===== config.mk =====
export PLATFORM = sky130hd
export DESIGN_NAME = if_fetch_stage_flat
export DESIGN_NICKNAME = d
export VERILOG_FILES = /design/src/rtl/rv_pkg.sv /design/src/rtl/if_fetch_stage_if.sv /design/src/rtl/if_fetch_stage_if_id_reg.sv /design/src/rtl/if_fetch_stage.sv /design/src/flat_wrapper.sv
export SDC_FILE = /design/constraint.sdc
export NUM_CORES = 1
export LEC_CHECK = 0
export ABC_AREA = 0
export CAP_MARGIN = 20
export CORE_MARGIN = 8
export CORE_UTILIZATION = 30
export DETAILED_ROUTE_END_ITERATION = 8
export PLACE_DENSITY_LB_ADDON = 0.25
export REMOVE_ABC_BUFFERS = 1
export SYNTH_ARGS = -nofsm -noshare
export SYNTH_HDL_FRONTEND = slang
export SYNTH_SLANG_ARGS = --single-unit

===== constraint.sdc =====
create_clock -name clk -period 1.5 [get_ports clk]
set_input_delay 0.3 -clock clk [delete_from_list [all_inputs] [get_ports clk]]
set_output_delay 0.3 -clock clk [all_outputs]
set_load 0.05 [all_outputs]

===== src/rtl/rv_pkg.sv =====
// Shared RV definitions: opcode field values (instr[6:2]), NOP word, default
// width and the fetch FSM state encoding.
package rv_pkg;
  localparam int XLEN = 32;

  localparam logic [31:0] NOP_INSTR = 32'h0000_0013;  // addi x0,x0,0

  localparam logic [4:0] R_OP      = 5'b01100;
  localparam logic [4:0] IMM_OP    = 5'b00100;
  localparam logic [4:0] LOAD_OP   = 5'b00000;
  localparam logic [4:0] STORE_OP  = 5'b01000;
  localparam logic [4:0] BRANCH_OP = 5'b11000;
  localparam logic [4:0] JAL_OP    = 5'b11011;
  localparam logic [4:0] JALR_OP   = 5'b11001;
  localparam logic [4:0] LUI_OP    = 5'b01101;
  localparam logic [4:0] AUIPC_OP  = 5'b00101;
  localparam logic [4:0] ENVIR_OP  = 5'b11100;

  typedef enum logic {S_REQ = 1'b0, S_WAIT = 1'b1} fetch_state_t;
endpackage


===== src/rtl/if_fetch_stage_if.sv =====
// Instruction-memory req/ack port. The fetch stage is the master.
interface if_fetch_stage_if #(parameter int XLEN = rv_pkg::XLEN);
  logic            req;
  logic [XLEN-1:0] addr;
  logic            ack;
  logic [31:0]     rdata;

  modport master (output req, addr, input ack, rdata);
  modport slave  (input req, addr, output ack, rdata);
endinterface


===== src/rtl/if_fetch_stage_if_id_reg.sv =====
// IF/ID pipeline register. Flush wins over load; a flushed or reset entry
// carries NOP so decode always sees a harmless IMM_OP.
module if_id_reg
  import rv_pkg::*;
#(
  parameter int XLEN = rv_pkg::XLEN
) (
  input  logic            clk,
  input  logic            rst,
  input  logic            load,
  input  logic            flush,
  input  logic [XLEN-1:0] d_pc,
  input  logic [31:0]     d_instr,
  output logic            valid,
  output logic [XLEN-1:0] pc,
  output logic [31:0]     instr
);

  // Register update: reset > flush > load > hold
  always_ff @(posedge clk) begin
    if (rst) begin
      valid <= 1'b0;
      pc    <= '0;
      instr <= NOP_INSTR;
    end else if (flush) begin
      valid <= 1'b0;
      instr <= NOP_INSTR;
    end else if (load) begin
      valid <= 1'b1;
      pc    <= d_pc;
      instr <= d_instr;
    end
  end

endmodule


===== src/rtl/if_fetch_stage.sv =====
// Instruction fetch stage: PC, one-outstanding-request fetch FSM, one-entry
// skid buffer for a word that arrives while decode is stalled, IF/ID register.
module if_fetch_stage
  import rv_pkg::*;
#(
  parameter int              XLEN     = rv_pkg::XLEN,
  parameter logic [XLEN-1:0] RESET_PC = '0
) (
  input  logic             clk,
  input  logic             rst,
  if_fetch_stage_if.master imem,
  input  logic             stall,
  input  logic             redirect,
  input  logic [XLEN-1:0]  redirect_pc,
  output logic             id_valid,
  output logic [XLEN-1:0]  id_pc,
  output logic [31:0]      id_instr,
  output logic [4:0]       id_opcode
);

  fetch_state_t    state, state_n;
  logic [XLEN-1:0] pc, pc_n;
  logic            skid_vld, skid_vld_n;
  logic [XLEN-1:0] skid_pc, skid_pc_n;
  logic [31:0]     skid_instr, skid_instr_n;
  logic            ld, fl;
  logic [XLEN-1:0] ld_pc;
  logic [31:0]     ld_instr;
  logic            accept;
  logic            unused_rpc_lsb;

  assign imem.req  = (state == S_REQ) && !rst;
  assign imem.addr = pc;
  assign accept    = !stall || !id_valid;
  assign id_opcode = id_instr[6:2];
  assign unused_rpc_lsb = ^redirect_pc[1:0];

  // Fetch state, PC and skid entry
  always_ff @(posedge clk) begin
    if (rst) begin
      state      <= S_REQ;
      pc         <= RESET_PC;
      skid_vld   <= 1'b0;
      skid_pc    <= '0;
      skid_instr <= NOP_INSTR;
    end else begin
      state      <= state_n;
      pc         <= pc_n;
      skid_vld   <= skid_vld_n;
      skid_pc    <= skid_pc_n;
      skid_instr <= skid_instr_n;
    end
  end

  // Next state, IF/ID load/flush control; redirect overrides everything
  always_comb begin
    state_n      = state;
    pc_n         = pc;
    skid_vld_n   = skid_vld;
    skid_pc_n    = skid_pc;
    skid_instr_n = skid_instr;
    ld           = 1'b0;
    fl           = 1'b0;
    ld_pc        = pc;
    ld_instr     = imem.rdata;
    if (redirect) begin
      pc_n       = {redirect_pc[XLEN-1:2], 2'b00};
      fl         = 1'b1;
      skid_vld_n = 1'b0;
      state_n    = S_REQ;
    end else begin
      case (state)
        S_REQ: begin
          if (imem.ack) begin
            pc_n = pc + XLEN'(4);
            if (accept) begin
              ld = 1'b1;
            end else begin
              skid_vld_n   = 1'b1;
              skid_pc_n    = pc;
              skid_instr_n = imem.rdata;
              state_n      = S_WAIT;
            end
          end else if (accept && id_valid) begin
            // decode took the word and nothing new arrived: leave a bubble
            fl = 1'b1;
          end
        end
        S_WAIT: begin
          if (!stall) begin
            ld         = 1'b1;
            ld_pc      = skid_pc;
            ld_instr   = skid_instr;
            skid_vld_n = 1'b0;
            state_n    = S_REQ;
          end
        end
        default: state_n = S_REQ;
      endcase
    end
  end

  if_id_reg #(.XLEN(XLEN)) u_if_id (
    .clk     (clk),
    .rst     (rst),
    .load    (ld),
    .flush   (fl),
    .d_pc    (ld_pc),
    .d_instr (ld_instr),
    .valid   (id_valid),
    .pc      (id_pc),
    .instr   (id_instr)
  );

endmodule


===== src/flat_wrapper.sv =====
// flat-port wrapper written by rule: the top's interface ports become plain ports
module if_fetch_stage_flat import rv_pkg::*;
#(
  parameter int              XLEN     = rv_pkg::XLEN,
  parameter logic [XLEN-1:0] RESET_PC = '0
)
  (clk, rst, stall, redirect, redirect_pc, id_valid, id_pc, id_instr, id_opcode, imem_req, imem_addr, imem_ack, imem_rdata);
  if_fetch_stage_if #(.XLEN(XLEN)) imem_i ();
  input  logic clk;
  input  logic rst;
  input  logic stall;
  input  logic redirect;
  input  logic [XLEN-1:0] redirect_pc;
  output logic id_valid;
  output logic [XLEN-1:0] id_pc;
  output logic [31:0] id_instr;
  output logic [4:0] id_opcode;
  output wire logic [$bits(imem_i.req)-1:0] imem_req;
  output wire logic [$bits(imem_i.addr)-1:0] imem_addr;
  input wire logic [$bits(imem_i.ack)-1:0] imem_ack;
  input wire logic [$bits(imem_i.rdata)-1:0] imem_rdata;
  assign imem_req = imem_i.req;
  assign imem_addr = imem_i.addr;
  assign imem_i.ack = imem_ack;
  assign imem_i.rdata = imem_rdata;
  if_fetch_stage #(.XLEN(XLEN), .RESET_PC(RESET_PC)) u_core (.clk(clk), .rst(rst), .imem(imem_i), .stall(stall), .redirect(redirect), .redirect_pc(redirect_pc), .id_valid(id_valid), .id_pc(id_pc), .id_instr(id_instr), .id_opcode(id_opcode));
endmodule

==> key figures <==
Power
  • P_sw: 3.15 mW
  • Int Pwr: just under 8 mW
  • Pwr/cell area: 946 nW/µm²
  • Comb power frac: around a fifth
  • Leakage: 4.26 nW
  • Share of power burned in registers: 40.3%
  • Worst IR drop on VDD: 0.682 mV
  • Clock power frac: approximately two fifths
  • Switching share of power: around 29%

Timing
  • Final setup violation count: 73
  • Max frequency: about 610 MHz
  • Min Clock Period, post-route: between 1500 and 2000 ps
  • RSZ-0062 raised after global routing: yes
  • Final Hold Fails: 0
  • Setup TNS: -4880 ps
  • Fin Hold WS: 286 ps
  • Final setup skew: 9.92 ps
  • Post-route clock period utilization: 109%
  • Final Max Tran Viols: 0
  • Setup ws final: -138 ps

Die
  • Die height: 166 µm
  • I/O Pins: around 170
  • Die Area: 27700 µm²
  • Num rows: 55
  • Width of the die: around 170 µm
  • Core area: 22400 µm²
  • Starting Density: 30.3%

Clock network
  • Clock tree buffer depth: 2
  • TritonCTS Buffers: 17
  • Latest clock arrival within the worst-skew pair: between 400 and 500 ps
  • CTS tree: yes
  • Root buffer cell: clkbuf_16
  • Clock sinks: 156
  • Clock transition at path regs: approximately 70 ps
  • # H-tree levels: 4

Worst setup path
  • Critical Path End Type: flop
  • Setup CP Type: flop to flop
  • Crit path DAT: 1950 ps
  • Req. time, crit path: 1820 ps
  • Critical path startpoint category: flop
  • Critical path peak fanout: 7

Global routing
  • First-pass GRT wire length: 33400 µm
  • Largest net degree at the start of global routing: 79
  • Total gr overflow: 0
  • GRT Overall Usage: 15.0%
  • Vias in the first global route: between 5000 and 6000
  • Initial antenna violation count: 0

Cells and area
  • Area of the multi-input gates: 3530 µm²
  • Share of cells above drive strength 1: 30.7%
  • Area delta synth->final: 70.9%
  • Antenna Diode Count: 0
  • Sequential cell area: 3140 µm²
  • Fin cells: 1321
  • Post-layout nets: 1093
  • # fillers: approximately 2000
  • Final Util: 51.7%

Synth
  • Syn Area/Cell: 8.60 µm²
  • EDFF count, synth: 0
  • Mapped Area: between 6000 and 7000 µm²
  • Ys flop type: dfxtp_1
  • Synth area leaders: dfxtp_1, mux2i_1, a211oi_1
  • Yosys top cell by area: dfxtp_1
  • Area share of the largest cell type after synthesis: 46.0%
  • Register area share after synthesis: 46.0%
  • Syn. warnings: 0
  • Post-Syn Instances: 789
  • Top post-synthesis cells by count: dfxtp_1, nand2_1, nor2_1, a211oi_1, a21oi_1
  • Synth unique cells: 50
  • Asr flop ratio synth: 0%
  • Most common cell in the netlist: dfxtp_1
  • Yosys reg bits: 156

Outcome
  • Status: complete, but fails checks
  • Failing checks: setup timing

Route
  • Number of routed nets with antenna violations: 0
  • Initial drt markers: 281
  • Vias per cell: ~4.7
  • 1st-pass router iterations: 4
  • Mean routed wirelength per cell: 17.3 µm
  • Remaining DRCs: 0
  • Total wire length: 22900 µm
  • Vias: 6270

Run
  • Max-cap violations: 0

Placed design
  • DP Wirelength: between 10000 and 15000 µm
  • Place WS: -588 ps
  • RePlAce Congestion: roughly 0.79
  • Placed Cells: between 1000 and 1500
  • PortBufs: 165

Min path
  • HP Class: primary input to flop
## cell families after synthesis
family | share of synthesized area, %
AND/OR/NAND/NOR | 20.1
AO/OA/AOI/OAI | 15.1
flip-flops | 46.0
buffers and inverters | 5.57
multiplexers | 9.59
XOR/XNOR | 3.36
adder cells (fa/ha/maj) | 0.184
other | 0.0553
## flip-flops by register name (all words and copies together), names as in the netlist
register / flops
u_core.skid_pc: 30
u_core.skid_instr: 32
u_core.u_if_id.pc: 30
u_core.imem.addr: 30
u_core.u_if_id.instr: 32
u_core.u_if_id.valid: 1
u_core.state: 1
## layer usage
metal  routed length [µm]  GRT usage [%]
met2                11200           24.4
met1                10400           19.0
met5                    0              0
met4                  127           4.07
met3                 1220           4.66
## power groups by stage
| stage | clock network (mW) | logic (mW) | registers [mW] |
|---|---|---|---|
| 2_1_floorplan | 0 | 0.401 | 5.00 |
| 3_3_place_gp | 0 | 2.11 | 4.51 |
| 3_5_place_dp | 0 | 2.12 | 4.51 |
| 4_1_cts | 4.49 | 2.15 | 4.42 |
| 5_1_grt | 4.64 | 2.32 | 4.44 |
| 6_report | 4.35 | 2.20 | 4.43 |
## final timing paths
path | startpoint | to | slack, ps | cells after the start
worst max-delay path | u_core.state | u_core.u_if_id.instr[0] | -140 | 8
worst min register to register | u_core.skid_pc[9] | u_core.skid_pc[9] | 450 | 2
worst max register to register | u_core.state | u_core.u_if_id.instr[0] | -140 | 8
worst min-delay path | rst | u_core.u_if_id.valid | 290 | 4
## placed cells by master, fill, tap and decap left out, drive strengths merged, types with 2 or more instances in the layout
| cell type | instances |
|---|---|
| nand3b | 4 |
| dlygate4sd2 | 2 |
| o21ai | 4 |
| and4 | 3 |
| o21bai | 2 |
| nand3 | 12 |
| dfxtp | 156 |
| o211a | 2 |
| buf | 210 |
| xor2 | 10 |
| nand2 | 140 |
| inv | 10 |
| clkbuf | 27 |
| nor2 | 97 |
| conb | 4 |
| a211oi | 76 |
| mux2i | 65 |
| clkinvlp | 5 |
| a21oi | 72 |
| nand2b | 2 |
| clkinv | 3 |
| or3 | 2 |
| clkdlybuf4s50 | 63 |
| or2 | 6 |
| nor3 | 4 |
| nor4 | 5 |
| and3 | 8 |
| bufinv | 2 |
| nand4 | 12 |
| xnor2 | 16 |
## worst max-delay path: stages (launching register included)
cell	delay [ps]
dfxtp_4	390
buf_6	110
buf_6	90
nand2b_4	60
nor2_4	190
buf_12	190
mux2i_1	200
a21oi_1	80
or2_4	220
## repair_timing
item / CTS / global route
pin swaps: 43 / 45
endpoints found under the setup margin: 133 / 130
hold buffers: 0 / 0
gates resized for setup: 51 / 36
cloned: 1 / 11
setup buffers: 8 / 8
## area by class of cell
class | count | area share [%]
Tap cell | 285 | 3.07
Sequential cell | 156 | 27.1
Clock inverter | 15 | 1.40
Clock buffer | 17 | 3.67
Timing Repair Buffer | 285 | 34.1
Multi-Input combinational cell | 558 | 30.5
Inverter | 5 | 0.162
## stage by stage
step / total power, mW / cell area, µm²
floorplan: 5.40 / 6440
global placement: 6.62 / 10300
detailed placement: 6.63 / 10300
CTS: 11.1 / 11100
global route: 11.4 / 11600
finish: 11.0 / 11600
Note: power is estimated with default switching activity, not from simulation.
==> variant: new RTL, same flow settings <==
Change the package constant `XLEN` from 32 to 36.
--- a/src/rtl/rv_pkg.sv
+++ b/src/rtl/rv_pkg.sv
@@ -1,7 +1,7 @@
 // Shared RV definitions: opcode field values (instr[6:2]), NOP word, default
 // width and the fetch FSM state encoding.
 package rv_pkg;
-  localparam int XLEN = 32;
+  localparam int XLEN = 36;
 
   localparam logic [31:0] NOP_INSTR = 32'h0000_0013;  // addi x0,x0,0
 
Interface: changed (resized id_pc, imem_addr and redirect_pc); port bits go from 172 to 184. No check against the original RTL was run, so the function may have changed too.
==> variant against the unedited design <==
  * The flow still finishes with violations (setup timing)
  * Via count rose by 28%
  * Setup slack got worse by 0.36 ns
  * First-iteration DRC count rose by 98%
  * Clock skew fell by 0.0023 ns
  * Sequential cell count rose by 12
  * Routed wire length rose by 34%
  * Design area rose by 30%
  * Area after synthesis rose by 9.4%
  * Power rose by 11%
  * Count of clock-buffer cells in the layout rose by 4
  * Final cell count rose by 16%
==> variant: results (changes against the unedited design) <==
outcome: finished, violations left (unchanged)
violated checks: setup timing (unchanged)
Synth Area in Adders: 0.00169 (was 0.00184)
syn avg cell area: 8.44 µm² (was 8.60 µm²)
vias in the first global route: 7,875 (was 5,989)
I/O Buffers: 177 (was 165)
gr usage total: 0.187 (was 0.150)
met3 usage: 0.0405 (was 0.0466)
post-synthesis compound-gate area fraction: 0.179 (was 0.151)
leakage: 5.72 nW (was 4.26 nW)
Metal-1 WL: 13.3 mm (was 10.4 mm)
setup ws final: -0.499 ns (was -0.138 ns)
post-route setup TNS: -25.41 ns (was -4.88 ns)
dpl hpwl: 17.4 mm (was 14.8 mm)
synth cell count leaders: dfxtp_1 (168), nand2_1 (157), nor2_1 (97) (was dfxtp_1 (156), nand2_1 (140), nor2_1 (96))
library cells used by synthesis: 54 (was 50)
fillers: 1,854 (was 1,972)
WP data arrival: 2.30 ns (was 1.95 ns)
share of layout cells above drive strength 1: 0.522 (was 0.307)
final setup fails: 149 (was 73)
Setup WS pre-CTS: -0.693 ns (was -0.588 ns)
xor and xnor area share after synthesis: 0.0130 (was 0.0336)
Max stage delay on crit path: 0.61 ns (was 0.39 ns)
DR WL/cell: 20.0 µm (was 17.3 µm)
vias: 8,016 (was 6,270)
Detail Route met2 WL: 15.2 mm (was 11.2 mm)
met3 WL: 1.61 mm (was 1.22 mm)
pin count of the biggest net entering global routing: 60 (was 79)
Seq/Total Area, Yosys: 0.453 (was 0.460)
VDD IR-drop max: 0.675 mV (was 0.682 mV)
Nets: 1,271 (was 1,093)
first-pass GRT wire length: 45.0 mm (was 33.4 mm)
variant: where the power goes:
part	switching, mW	internal [mW]	leakage [nW]
combinational	1.59	1.49	4.07
clock	1.90	2.33	0.269
sequential	0.175	4.64	1.38
variant: final timing paths:
kind / start / endpoint / slack, ns / cells past startpoint
worst max-delay path: u_core.imem.addr[18] / u_core.imem.addr[21] / -0.50 / 7
worst min-delay path: rst / u_core.imem.addr[30] / 0.32 / 3
worst max register to register: u_core.imem.addr[18] / u_core.imem.addr[21] / -0.50 / 7
worst min register to register: u_core.skid_pc[24] / u_core.skid_pc[24] / 0.46 / 2
variant: final cells by class:
class	instances	area, µm²	area share
timing repair buffer	376	5360	0.357
tap	324	405	0.0270
sequential	168	3390	0.226
clock inverter	10	98.8	0.00658
clock buffer	21	450	0.0300
multi-input combinational	622	5260	0.350
inverter	12	48.8	0.00325
variant: timing repair:
action                     in CTS  in global routing
setup buffers                  56                 21
pin swaps                      90                156
resized for setup             232                283
setup endpoints to repair     162                157
hold buffers                    0                  0
gates cloned                   26                  4
